[config.mk]
export PLATFORM = sky130hd
export DESIGN_NAME = mux_scan_ctrl
export DESIGN_NICKNAME = d
export VERILOG_FILES = /design/src/rtl/mux_scan_pkg.sv /design/src/rtl/mux_scan_ctrl_chk.sv /design/src/rtl/scan_dwell_counter.sv /design/src/rtl/mux_scan_ctrl.sv
export SDC_FILE = /design/constraint.sdc
export NUM_CORES = 1
export LEC_CHECK = 0
export ABC_CLOCK_PERIOD_IN_PS = 4600
export CORE_UTILIZATION = 50
export DETAILED_ROUTE_END_ITERATION = 6
export PLACE_DENSITY_LB_ADDON = 0.05
export SETUP_SLACK_MARGIN = 0.15
export SLEW_MARGIN = 20
export SYNTH_ARGS = -nofsm -noshare
export SYNTH_HDL_FRONTEND = slang
export SYNTH_SLANG_ARGS = --single-unit
[constraint.sdc]
create_clock -name clk -period 4.6 [get_ports clk]
set_clock_uncertainty 0.1 [all_clocks]
set_input_delay 0.92 -clock clk [delete_from_list [all_inputs] [get_ports clk]]
set_output_delay 0.92 -clock clk [all_outputs]
set_load 0.1 [all_outputs]
[src/rtl/mux_scan_pkg.sv]
// Shared types and constants for the mux scan controller.
package mux_scan_pkg;

   typedef enum logic {
      IDLE = 1'b0,
      SCAN = 1'b1
   } state_e;

   localparam int DEF_SEL_W = 2;
   localparam int DEF_DWELL = 4;
   localparam int CNT_W     = 8;

endpackage : mux_scan_pkg

[src/rtl/mux_scan_ctrl_chk.sv]
// Simulation checker for the scan controller configuration.
module mux_scan_ctrl_chk #(
   parameter int DWELL = 4
) (
   input logic clk,
   input logic rst
);

   // the dwell must fit the 8-bit counter and be at least one cycle
   a_dwell_range : assert property (@(posedge clk) disable iff (rst)
      ((DWELL >= 32'sd1) && (DWELL <= 32'sd255)));

endmodule : mux_scan_ctrl_chk

[src/rtl/scan_dwell_counter.sv]
// Dwell counter: counts 0..DWELL-1 and flags the final cycle of each dwell.
module scan_dwell_counter
   import mux_scan_pkg::*;
#(
   parameter int DWELL = DEF_DWELL
) (
   input  logic clk,
   input  logic rst,
   input  logic clr,
   input  logic en,
   output logic last
);

   localparam logic [CNT_W-1:0] LAST_CNT = CNT_W'(DWELL - 1);

   logic [CNT_W-1:0] cnt_q;
   logic [CNT_W-1:0] cnt_d;

   // next count: clear wins, then wrap on last, else increment while enabled
   always_comb begin
      cnt_d = cnt_q;
      if (clr) begin
         cnt_d = {CNT_W{1'b0}};
      end else if (en) begin
         if (cnt_q == LAST_CNT) begin
            cnt_d = {CNT_W{1'b0}};
         end else begin
            cnt_d = cnt_q + CNT_W'(1);
         end
      end else begin
         cnt_d = cnt_q;
      end
   end

   // count register
   always_ff @(posedge clk or posedge rst) begin
      if (rst) begin
         cnt_q <= {CNT_W{1'b0}};
      end else begin
         cnt_q <= cnt_d;
      end
   end

   assign last = (cnt_q == LAST_CNT);

endmodule : scan_dwell_counter

[src/rtl/mux_scan_ctrl.sv]
// Steps the mux select through every channel, samples y_in at the end of
// each dwell and publishes the collected bits as a frame with a valid pulse.
module mux_scan_ctrl
   import mux_scan_pkg::*;
#(
   parameter int SEL_W = DEF_SEL_W,
   parameter int DWELL = DEF_DWELL
) (
   input  logic                  clk,
   input  logic                  rst,
   input  logic                  start,
   input  logic                  cont,
   input  logic                  y_in,
   output logic [SEL_W-1:0]      sel,
   output logic                  busy,
   output logic [2**SEL_W-1:0]   frame,
   output logic                  frame_valid
);

   localparam int N = 2**SEL_W;
   localparam logic [SEL_W-1:0] SEL_LAST = {SEL_W{1'b1}};

   state_e           state_q, state_d;
   logic [SEL_W-1:0] sel_q, sel_d;
   logic             busy_q, busy_d;
   logic [N-1:0]     frame_q, frame_d;
   logic             fv_q, fv_d;
   logic [N-1:0]     shadow_q, shadow_d;
   logic             cnt_clr;
   logic             cnt_en;
   logic             cnt_last;

   scan_dwell_counter #(
      .DWELL (DWELL)
   ) u_cnt (
      .clk  (clk),
      .rst  (rst),
      .clr  (cnt_clr),
      .en   (cnt_en),
      .last (cnt_last)
   );

   mux_scan_ctrl_chk #(
      .DWELL (DWELL)
   ) u_chk (
      .clk (clk),
      .rst (rst)
   );

   // next-state and output computation for the IDLE/SCAN controller
   always_comb begin
      state_d  = state_q;
      sel_d    = sel_q;
      busy_d   = busy_q;
      frame_d  = frame_q;
      fv_d     = 1'b0;
      shadow_d = shadow_q;
      cnt_clr  = 1'b0;
      cnt_en   = 1'b0;
      case (state_q)
         IDLE: begin
            cnt_clr = 1'b1;
            sel_d   = {SEL_W{1'b0}};
            if (start) begin
               state_d  = SCAN;
               busy_d   = 1'b1;
               shadow_d = {N{1'b0}};
            end else begin
               busy_d   = 1'b0;
            end
         end
         SCAN: begin
            cnt_en = 1'b1;
            if (cnt_last) begin
               shadow_d[sel_q] = y_in;
               if (sel_q != SEL_LAST) begin
                  sel_d = sel_q + SEL_W'(1);
               end else begin
                  // last channel goes straight into the frame, not via shadow
                  frame_d        = shadow_q;
                  frame_d[N-1]   = y_in;
                  fv_d           = 1'b1;
                  sel_d          = {SEL_W{1'b0}};
                  shadow_d       = {N{1'b0}};
                  if (cont) begin
                     busy_d  = 1'b1;
                  end else begin
                     state_d = IDLE;
                     busy_d  = 1'b0;
                  end
               end
            end else begin
               sel_d = sel_q;
            end
         end
         default: begin
            state_d  = IDLE;
            sel_d    = {SEL_W{1'b0}};
            busy_d   = 1'b0;
            shadow_d = {N{1'b0}};
            cnt_clr  = 1'b1;
         end
      endcase
   end

   // controller state and registered outputs
   always_ff @(posedge clk or posedge rst) begin
      if (rst) begin
         state_q  <= IDLE;
         sel_q    <= {SEL_W{1'b0}};
         busy_q   <= 1'b0;
         frame_q  <= {N{1'b0}};
         fv_q     <= 1'b0;
         shadow_q <= {N{1'b0}};
      end else begin
         state_q  <= state_d;
         sel_q    <= sel_d;
         busy_q   <= busy_d;
         frame_q  <= frame_d;
         fv_q     <= fv_d;
         shadow_q <= shadow_d;
      end
   end

   assign sel         = sel_q;
   assign busy        = busy_q;
   assign frame       = frame_q;
   assign frame_valid = fv_q;

endmodule : mux_scan_ctrl

Word level (Yosys, flattened, before mapping)
Index checks and enable logic that the tools add are counted.
Operators by class
  add/sub/neg operators: 2
  bitwise logic cells: 2
  magnitude comparators: 2
  reduce and logical (&&, ||, !) cells: 4
  eq/ne operators: 6
  muxes and demuxes: 25
Operators with widths (count)
  $mux W8: 3
  $mux W4: 3
  $mux W1: 11
  $add A8 B1 Y8 const B: 1
  $eq A8 B2 Y1 const B: 1
  $pmux W4 S2: 1
  $ne A2 B2 Y1 const B: 3
  $bwmux W4: 1
  $mux W2: 2
  $ne A2 B1 Y1 const B: 2
  $pmux W1 S2: 2
  $pmux W2 S2: 1
  $reduce_and A2 Y1: 2
  $lt A2 B3 Y1 const B: 1
  $reduce_and A3 Y1: 1
  $add A2 B1 Y2 const B: 1
  $demux W1 S2: 1
  $ge A2 B1 Y1 const B: 1
  $not A1 Y1: 2
  $logic_and A1 B1 Y1: 1
Storage, ports and cells
  logic and storage cells: 48
  input port bits: 5
  bits in registers: 21

Depth between registers and ports, before layout
Gate-level depths: netlist of run 1.
  depth in word-level cells: 8
  gate-level depth with buffers: 5
  depth with buffers taken out: 5

By module
From an unflattened synthesis of run 1, not the netlist that was laid out.
Second synthesis, totals
  cells, all modules: 100
  area total of the unflattened synthesis: 1082.3 um2
By module, submodules not included
  mux_scan_ctrl: seq. area each 300.3 um2, cells an instance 52, times used 1, area each 631.9 um2
  scan_dwell_counter: seq. area each 200.2 um2, cells an instance 48, times used 1, area each 450.4 um2

Least setup slack after synthesis of run 1
Ideal clock, no wire load.
  path kind: reg-to-reg
  start: reg sel_q[0], in the netlist sel[0]
  end: reg frame_q[0], in the netlist frame[0]
  arrival: 2.058 ns
  clock period less this slack: 2.284 ns
  path slack: 2.316 ns
  buffers on the path: 0
  library setup time: 0.125 ns
  cell stages (with the launch flop): 5
  cell sequence: dfrtp_1 ha_1 nand2_1 or3_4 mux2_4
Between the ends
  word-level cells in the longest chain between the ends: 3
Ends and longest elaborated chain
  from (decl): line mux_scan_ctrl.sv:24  | logic [SEL_W-1:0] sel_q, sel_d;
  from (signal assigned): line mux_scan_ctrl.sv:110  | sel_q <= {SEL_W{1'b0}};
  from (signal assigned): line mux_scan_ctrl.sv:117  | sel_q <= sel_d;
  $ne A2 B2 Y1: line mux_scan_ctrl.sv:76  | if (sel_q != SEL_LAST) begin
  $not A1 Y1 (no line)
  $reduce_and A3 Y1 (no line)
  to (signal assigned): line mux_scan_ctrl.sv:112  | frame_q <= {N{1'b0}};
  to (signal assigned): line mux_scan_ctrl.sv:119  | frame_q <= frame_d;
  to (decl): line mux_scan_ctrl.sv:26  | logic [N-1:0] frame_q, frame_d;
Every way passes these cells.
A chain may end at the register's enable or synchronous reset.

Final worst setup path of run 1
  start: reg sel_q[0], in the netlist sel[0]
  end: out sel[0]
RTL lines
  to (decl): line mux_scan_ctrl.sv:14  | output logic [SEL_W-1:0] sel,
No word-level cell between the ends.

==> results of run 1 <==
==> cells in the mapped netlist, types with 2 or more instances <==
cell	instances	area, µm²
dfrtp_1	20	500
o21ai_0	10	50.1
inv_1	7	26.3
nand3_1	7	35.0
nor2_1	7	26.3
a21oi_1	5	25.0
ha_1	5	62.6
nand2_1	5	18.8
nand4_1	5	31.3
mux2_4	4	60.1
nor4_1	3	18.8
or3_1	3	18.8
nor3_1	2	10.0
xor2_1	2	17.5
==> cell families (layout without fill, tap and decap cells) <==
logic type / after synthesis / after routing / synth area share
AND/OR/NAND/NOR: 38 / 38 / 0.211
flip-flops: 20 / 20 / 0.497
AO/OA/AOI/OAI: 17 / 17 / 0.0882
buffers and inverters: 10 / 23 / 0.0460
XOR/XNOR: 3 / 3 / 0.0261
adder cells (fa/ha/maj): 5 / 5 / 0.0621
multiplexers: 5 / 5 / 0.0696
==> how the worst max path moves through the flow <==
stage,startpoint,to,slack [ns],cells past startpoint
after floorplan,sel[0]$_DFFE_PP0P_,frame[0]$_DFFE_PP0P_,2.32,4
after detailed placement,sel[0]$_DFFE_PP0P_,sel[0],2.01,1
after CTS,sel[0]$_DFFE_PP0P_,sel[0],1.66,1
after global placement,sel[0]$_DFFE_PP0P_,sel[0],2.03,1
final,sel[0]$_DFFE_PP0P_,sel[0],1.67,1
after global routing,sel[0]$_DFFE_PP0P_,sel[0],1.60,1
==> power breakdown <==
| group | switching (mW) | total [mW] | internal [mW] |
|---|---|---|---|
| registers | 0.0673 | 0.307 | 0.240 |
| logic | 0.292 | 0.425 | 0.133 |
| clock network | 0.0560 | 0.144 | 0.0881 |
| total | 0.415 | 0.876 | 0.460 |
==> state kept, by name, indices dropped and copies added (netlist names) <==
name / flops
u_cnt.cnt_q: 8
frame: 4
shadow_q: 3
busy: 1
frame_valid: 1
state_q: 1
sel: 2
==> final cells by class <==
class / instances / share of cell area
Clock inverter: 1 / 0.0252
Clock buffer: 3 / 0.0189
Inverter: 7 / 0.0221
Tap cell: 25 / 0.0263
Timing Repair Buffer: 12 / 0.101
Multi-Input combinational cell: 68 / 0.387
Sequential cell: 20 / 0.420
==> through the flow <==
| step | hold slack [ns] | util |
|---|---|---|
| 2_1_floorplan | 0.376 | - |
| 3_3_place_gp | 0.392 | 0.632 |
| 3_5_place_dp | 0.397 | 0.632 |
| 4_1_cts | 0.429 | 0.661 |
| 5_1_grt | 0.453 | 0.661 |
| 6_report | 0.419 | 0.661 |
==> layer usage <==
layer / vias to the layer above / wire, µm / track usage
li1: 379 / - / -
met1: 373 / 873 / 0.244
met2: 16 / 873 / 0.336
met3: 4 / 51 / 0.0423
met4: 0 / 41 / 0.126
met5: - / 0 / 0
==> impl_metrics.py, run 1 <==
metrics = {
    "hold_path": {
        "hold_path_class": "reg -> reg",
        "min_from": "u_cnt.cnt_q[0]$_DFF_PP0_",
        "holdPathStages": 1,
        "holdPathEnd": "u_cnt.cnt_q[0]$_DFF_PP0_",
    },
    "timing": {
        "relSlewSlack": 0.347,
        "period_share": 0.637,
        "setup_viol": 0,
        "setup_tns_ns": 0,
        "fmax_mhz": 341,
        "finalCriticalPeriod_ns": 2.93,
        "final.setup.worst_slack_ns": 1.67,
        "tightest_slew_ns": 0.977,
        "slew_violations": 0,
        "finalHoldViolCount": 0,
        "grt_setup_unrepaired": "false",
    },
    "final_layout": {
        "area.sequential_um2": 500,
        "layout.nets": 122,
        "multi_input_comb_area_um2": 460,
        "layout-drive-gt1-share": 0.0991,
        "final_area_mm2": 0.00119,
        "area_growth_pct": 18.3,
        "final_cell_mix": "20 x dfrtp_1, 12 x clkdlybuf4s50_1, 10 x o21ai_0",
        "insertedDiodeCount": 0,
        "instances_no_fill": 136,
        "fill_cells": 160,
        "final_common_cell": "dfrtp_1",
    },
    "setup_path": {
        "crit_fanout": 6,
        "rr_worst_depth": 4,
        "critPathCaptureType": "primary output",
        "critPathMaxStageDelay_ns": 1.16,
        "crit_path_start_kind": "flip-flop",
        "path_buf_inv": 1,
        "arrival_ns": 1.91,
        "cp_cell_sequence": "clkdlybuf4s50_1",
        "worstReg2RegStart": "u_cnt.cnt_q[0]$_DFF_PP0_",
        "crit_family": "buffers and inverters",
        "crit_type": "reg -> out",
        "r2r-end": "frame[1]$_DFFE_PP0P_",
        "rrSetupSlack_ns": 2.35,
        "slowest_stage": "clkdlybuf4s50_1",
        "cp.required_ns": 3.58,
    },
    "clock_network": {
        "clock_latency_ns": 0.31,
        "ctsResizeCount": 0,
        "cts.clk_slew.worst_paths_ns": 0.12,
        "postCtsSetupBuffers": 0,
        "cts_htree_levels": 1,
        "cts_sinks": 20,
        "numCtsBuffers": 3,
        "cts_tree": "built",
        "ctsRootBufferMaster": "clkbuf_4",
        "cts.path.max_buffers": 2,
        "hold_buffers": 0,
    },
    "route": {
        "wl_per_cell_um": 13.5,
        "final_antenna_net_count": 0,
        "vias_per_cell": 5.68,
        "drtPass1Iterations": 4,
        "wl_mm": 1.84,
        "vias": 772,
        "first_iter_violations": 8,
        "remaining_drc_errors": 0,
    },
    "yosys": {
        "ys.flop_type": "dfrtp_1",
        "avgSynthCellArea_um2": 10.3,
        "seq_area_frac_synth": 0.497,
        "syn-num-nets": 108,
        "synth_area_mm2": 0.00101,
        "netlist_instances": 98,
        "synth.yosys.warnings": 0,
        "synth-edff-count": 0,
        "synth_cell_types": 27,
        "async_flop_share": 1.00,
        "synth_seq_cells": 20,
    },
    "global_routing": {
        "grt_overflow": 0,
        "grt_usage": 0.204,
        "grt_pass1_wl_mm": 3.08,
        "grt_max_degree": 21,
        "antenna_found_initial": 0,
        "grt_pass1_vias": 717,
    },
    "power": {
        "irDropWorstVdd_uv": 442,
        "power_density_mw_per_mm2": 735,
        "total_leakage_power_nw": 0.522,
        "finalPower_mw": 0.876,
    },
    "placement": {
        "dp_hpwl_mm": 1.30,
        "post_dp_cell_area_mm2": 0.00114,
        "io_buffers": 12,
        "dp_cells": 132,
        "dp_slack_ns": 2.01,
        "gp_routability_congestion": 0.847,
    },
    "floorplan": {
        "die_w_um": 46.9,
        "die_h_um": 46.9,
        "die_area_mm2": 0.00220,
        "row_count": 15,
        "ioPinCount": 13,
        "initial_core_util": 0.559,
        "core_mm2": 0.00180,
    },
    "outcome": {
        "status": "finished clean",
    },
    "flow_run": {
        "cap_violations": 0,
    },
}
No activity file was read; power rests on OpenSTA's default activity.
==> inputs of run 2 (changes only) <==
--- a/config.mk
+++ b/config.mk
@@ -5,7 +5,7 @@
 export SDC_FILE = /design/constraint.sdc
 export NUM_CORES = 1
 export LEC_CHECK = 0
-export ABC_CLOCK_PERIOD_IN_PS = 4600
+export ABC_CLOCK_PERIOD_IN_PS = 2800
 export CORE_UTILIZATION = 50
 export DETAILED_ROUTE_END_ITERATION = 6
 export PLACE_DENSITY_LB_ADDON = 0.05
==> constraint.sdc (replaced) <==
create_clock -name clk -period 2.8 [get_ports clk]
set_clock_uncertainty 0.1 [all_clocks]
set_input_delay 0.56 -clock clk [delete_from_list [all_inputs] [get_ports clk]]
set_output_delay 0.56 -clock clk [all_outputs]
set_load 0.1 [all_outputs]
==> run 2 against run 1 <==
Sequential power increased by 65%. Register-to-register slack got worse by 1.8 ns. Global-route usage decreased by 1.4 points. Worst setup slack got worse by 1.1 ns. Clock power increased by 14%. Critical endpoint is now frame[0]$_DFFE_PP0P_. Largest cell class unchanged. Largest power group unchanged. Highest routed layer unchanged.
==> impl_metrics.py, run 2 (synthesis results as in run 1) <==
metrics = {
    "route": {
        "vias_per_cell": 5.48,
        "wl_per_cell_um": 13.0,
        "detail_route.wirelength.met1_um": 849,
        "final_antenna_net_count": 0,
        "wl_met3_um": 48,
        "vias": 756,
        "highest_layer": "met4",
        "routed-wl-met2_um": 853,
        "drtPass1Iterations": 2,
        "remaining_drc_errors": 0,
        "wl_mm": 1.80,
        "first_iter_violations": 1,
    },
    "timing": {
        "relSlewSlack": 0.507,
        "final.setup.worst_slack_ns": 0.598,
        "period_share": 0.786,
        "setup_viol": 0,
        "tightest_slew_ns": 0.739,
        "fmax_mhz": 454,
        "finalCriticalPeriod_ns": 2.20,
        "slew_violations": 0,
        "setup_tns_ns": 0,
        "grt_setup_unrepaired": "false",
        "finalHoldViolCount": 0,
    },
    "clock_network": {
        "hold_buffers": 0,
        "cts_htree_levels": 1,
        "cts_tree": "built",
        "postCtsSetupBuffers": 0,
        "cts_sinks": 20,
        "ctsRootBufferMaster": "clkbuf_4",
        "cts.clk_slew.worst_paths_ns": 0.11,
        "numCtsBuffers": 3,
        "ctsResizeCount": 0,
        "clock_latency_ns": 0.30,
        "cts.path.max_buffers": 2,
    },
    "floorplan": {
        "row_count": 15,
        "core_mm2": 0.00180,
        "initial_core_util": 0.559,
        "die_h_um": 46.9,
        "die_w_um": 46.9,
        "die_area_mm2": 0.00220,
        "ioPinCount": 13,
    },
    "placement": {
        "io_buffers": 12,
        "gp_routability_congestion": 0.796,
        "dp_slack_ns": 0.625,
        "dp_hpwl_mm": 1.33,
    },
    "final_layout": {
        "layout.nets": 124,
        "utilization": 0.649,
        "area_growth_pct": 16.1,
        "final_common_cell": "dfrtp_1",
        "largest-register": "u_cnt.cnt_q",
        "insertedDiodeCount": 0,
        "final_cell_mix": "20 x dfrtp_1, 10 x o21ai_0, 10 x buf_4",
        "largest_register_ffs": 8,
        "fill_cells": 157,
        "layout-drive-gt1-share": 0.186,
    },
    "setup_path": {
        "crit_fanout": 9,
        "crit_type": "reg -> reg",
        "crit_family": "simple AND/OR/NAND/NOR gates",
        "arrival_ns": 2.29,
        "path_buf_inv": 0,
        "critPathMaxStageDelay_ns": 0.56,
        "cp.required_ns": 2.89,
        "slowest_stage": "or3b_2",
        "critPathCaptureType": "flip-flop",
        "cp_cell_sequence": "ha_1, or3b_2, or3_4, mux2_4",
        "crit_path_start_kind": "flip-flop",
    },
    "global_routing": {
        "grt_usage": 0.190,
        "antenna_found_initial": 0,
        "grt_max_degree": 21,
        "grt_pass1_vias": 721,
        "grt_overflow": 0,
        "grt_pass1_wl_mm": 2.89,
    },
    "outcome": {
        "status": "finished clean",
    },
    "power": {
        "total_leakage_power_nw": 0.537,
        "power_density_mw_per_mm2": 1180,
        "irDropWorstVdd_uv": 731,
    },
    "hold_path": {
        "hold_path_class": "reg -> reg",
    },
    "flow_run": {
        "cap_violations": 0,
    },
}
[run 2: cell types whose count changed in the layout (fill, tap and decap cells not counted), sizes merged]
cell | before | now
buf | 0 | 10
bufinv | 1 | 0
clkbuf | 3 | 4
clkdlybuf4s50 | 12 | 4
[run 2: per-stage QoR]
stage / hold slack [ns] / power [mW] / area [µm²] / instances
after global routing: 0.443 / 1.47 / 1170 / 138
after detailed placement: 0.397 / 1.22 / 1130 / 134
after CTS: 0.414 / 1.39 / 1170 / 138
final: 0.414 / 1.38 / 1170 / 138
after global placement: 0.385 / 1.21 / 1130 / 134
after floorplan: 0.376 / 1.07 / 1010 / 98
[run 2: path summary, 6_finish.rpt]
check / slack (ns) / startpoint / cells after the start / endpoint
worst min register to register: 0.41 / u_cnt.cnt_q[0]$_DFF_PP0_ / 1 / u_cnt.cnt_q[0]$_DFF_PP0_
worst min-delay path: 0.41 / u_cnt.cnt_q[0]$_DFF_PP0_ / 1 / u_cnt.cnt_q[0]$_DFF_PP0_
max in group asynchronous: 1.57 / rst / 2 / frame[3]$_DFFE_PP0P_
worst max-delay path: 0.60 / u_cnt.cnt_q[0]$_DFF_PP0_ / 4 / frame[0]$_DFFE_PP0P_
min in group asynchronous: 0.57 / rst / 2 / u_cnt.cnt_q[1]$_DFF_PP0_
worst max register to register: 0.60 / u_cnt.cnt_q[0]$_DFF_PP0_ / 4 / frame[0]$_DFFE_PP0P_
[run 2: cell type report]
| class | count | area (µm²) | area share |
|---|---|---|---|
| clock buffers | 4 | 36.3 | 0.0310 |
| well taps | 25 | 31.3 | 0.0267 |
| flip-flops and latches | 20 | 500 | 0.428 |
| repair buffers | 14 | 115 | 0.0984 |
| multi-input cells | 68 | 460 | 0.394 |
| inverters | 7 | 26.3 | 0.0225 |
[run 2: power by group]
part,total [mW],internal (mW),switching [mW]
sequential,0.506,0.394,0.112
combinational,0.706,0.221,0.485
clock,0.164,0.0794,0.0847
[run 2: routing by layer]
metal,GRT usage,up-vias
met5,0,-
met4,0.120,0
met3,0.0346,5
met2,0.333,11
met1,0.212,363
li1,-,377
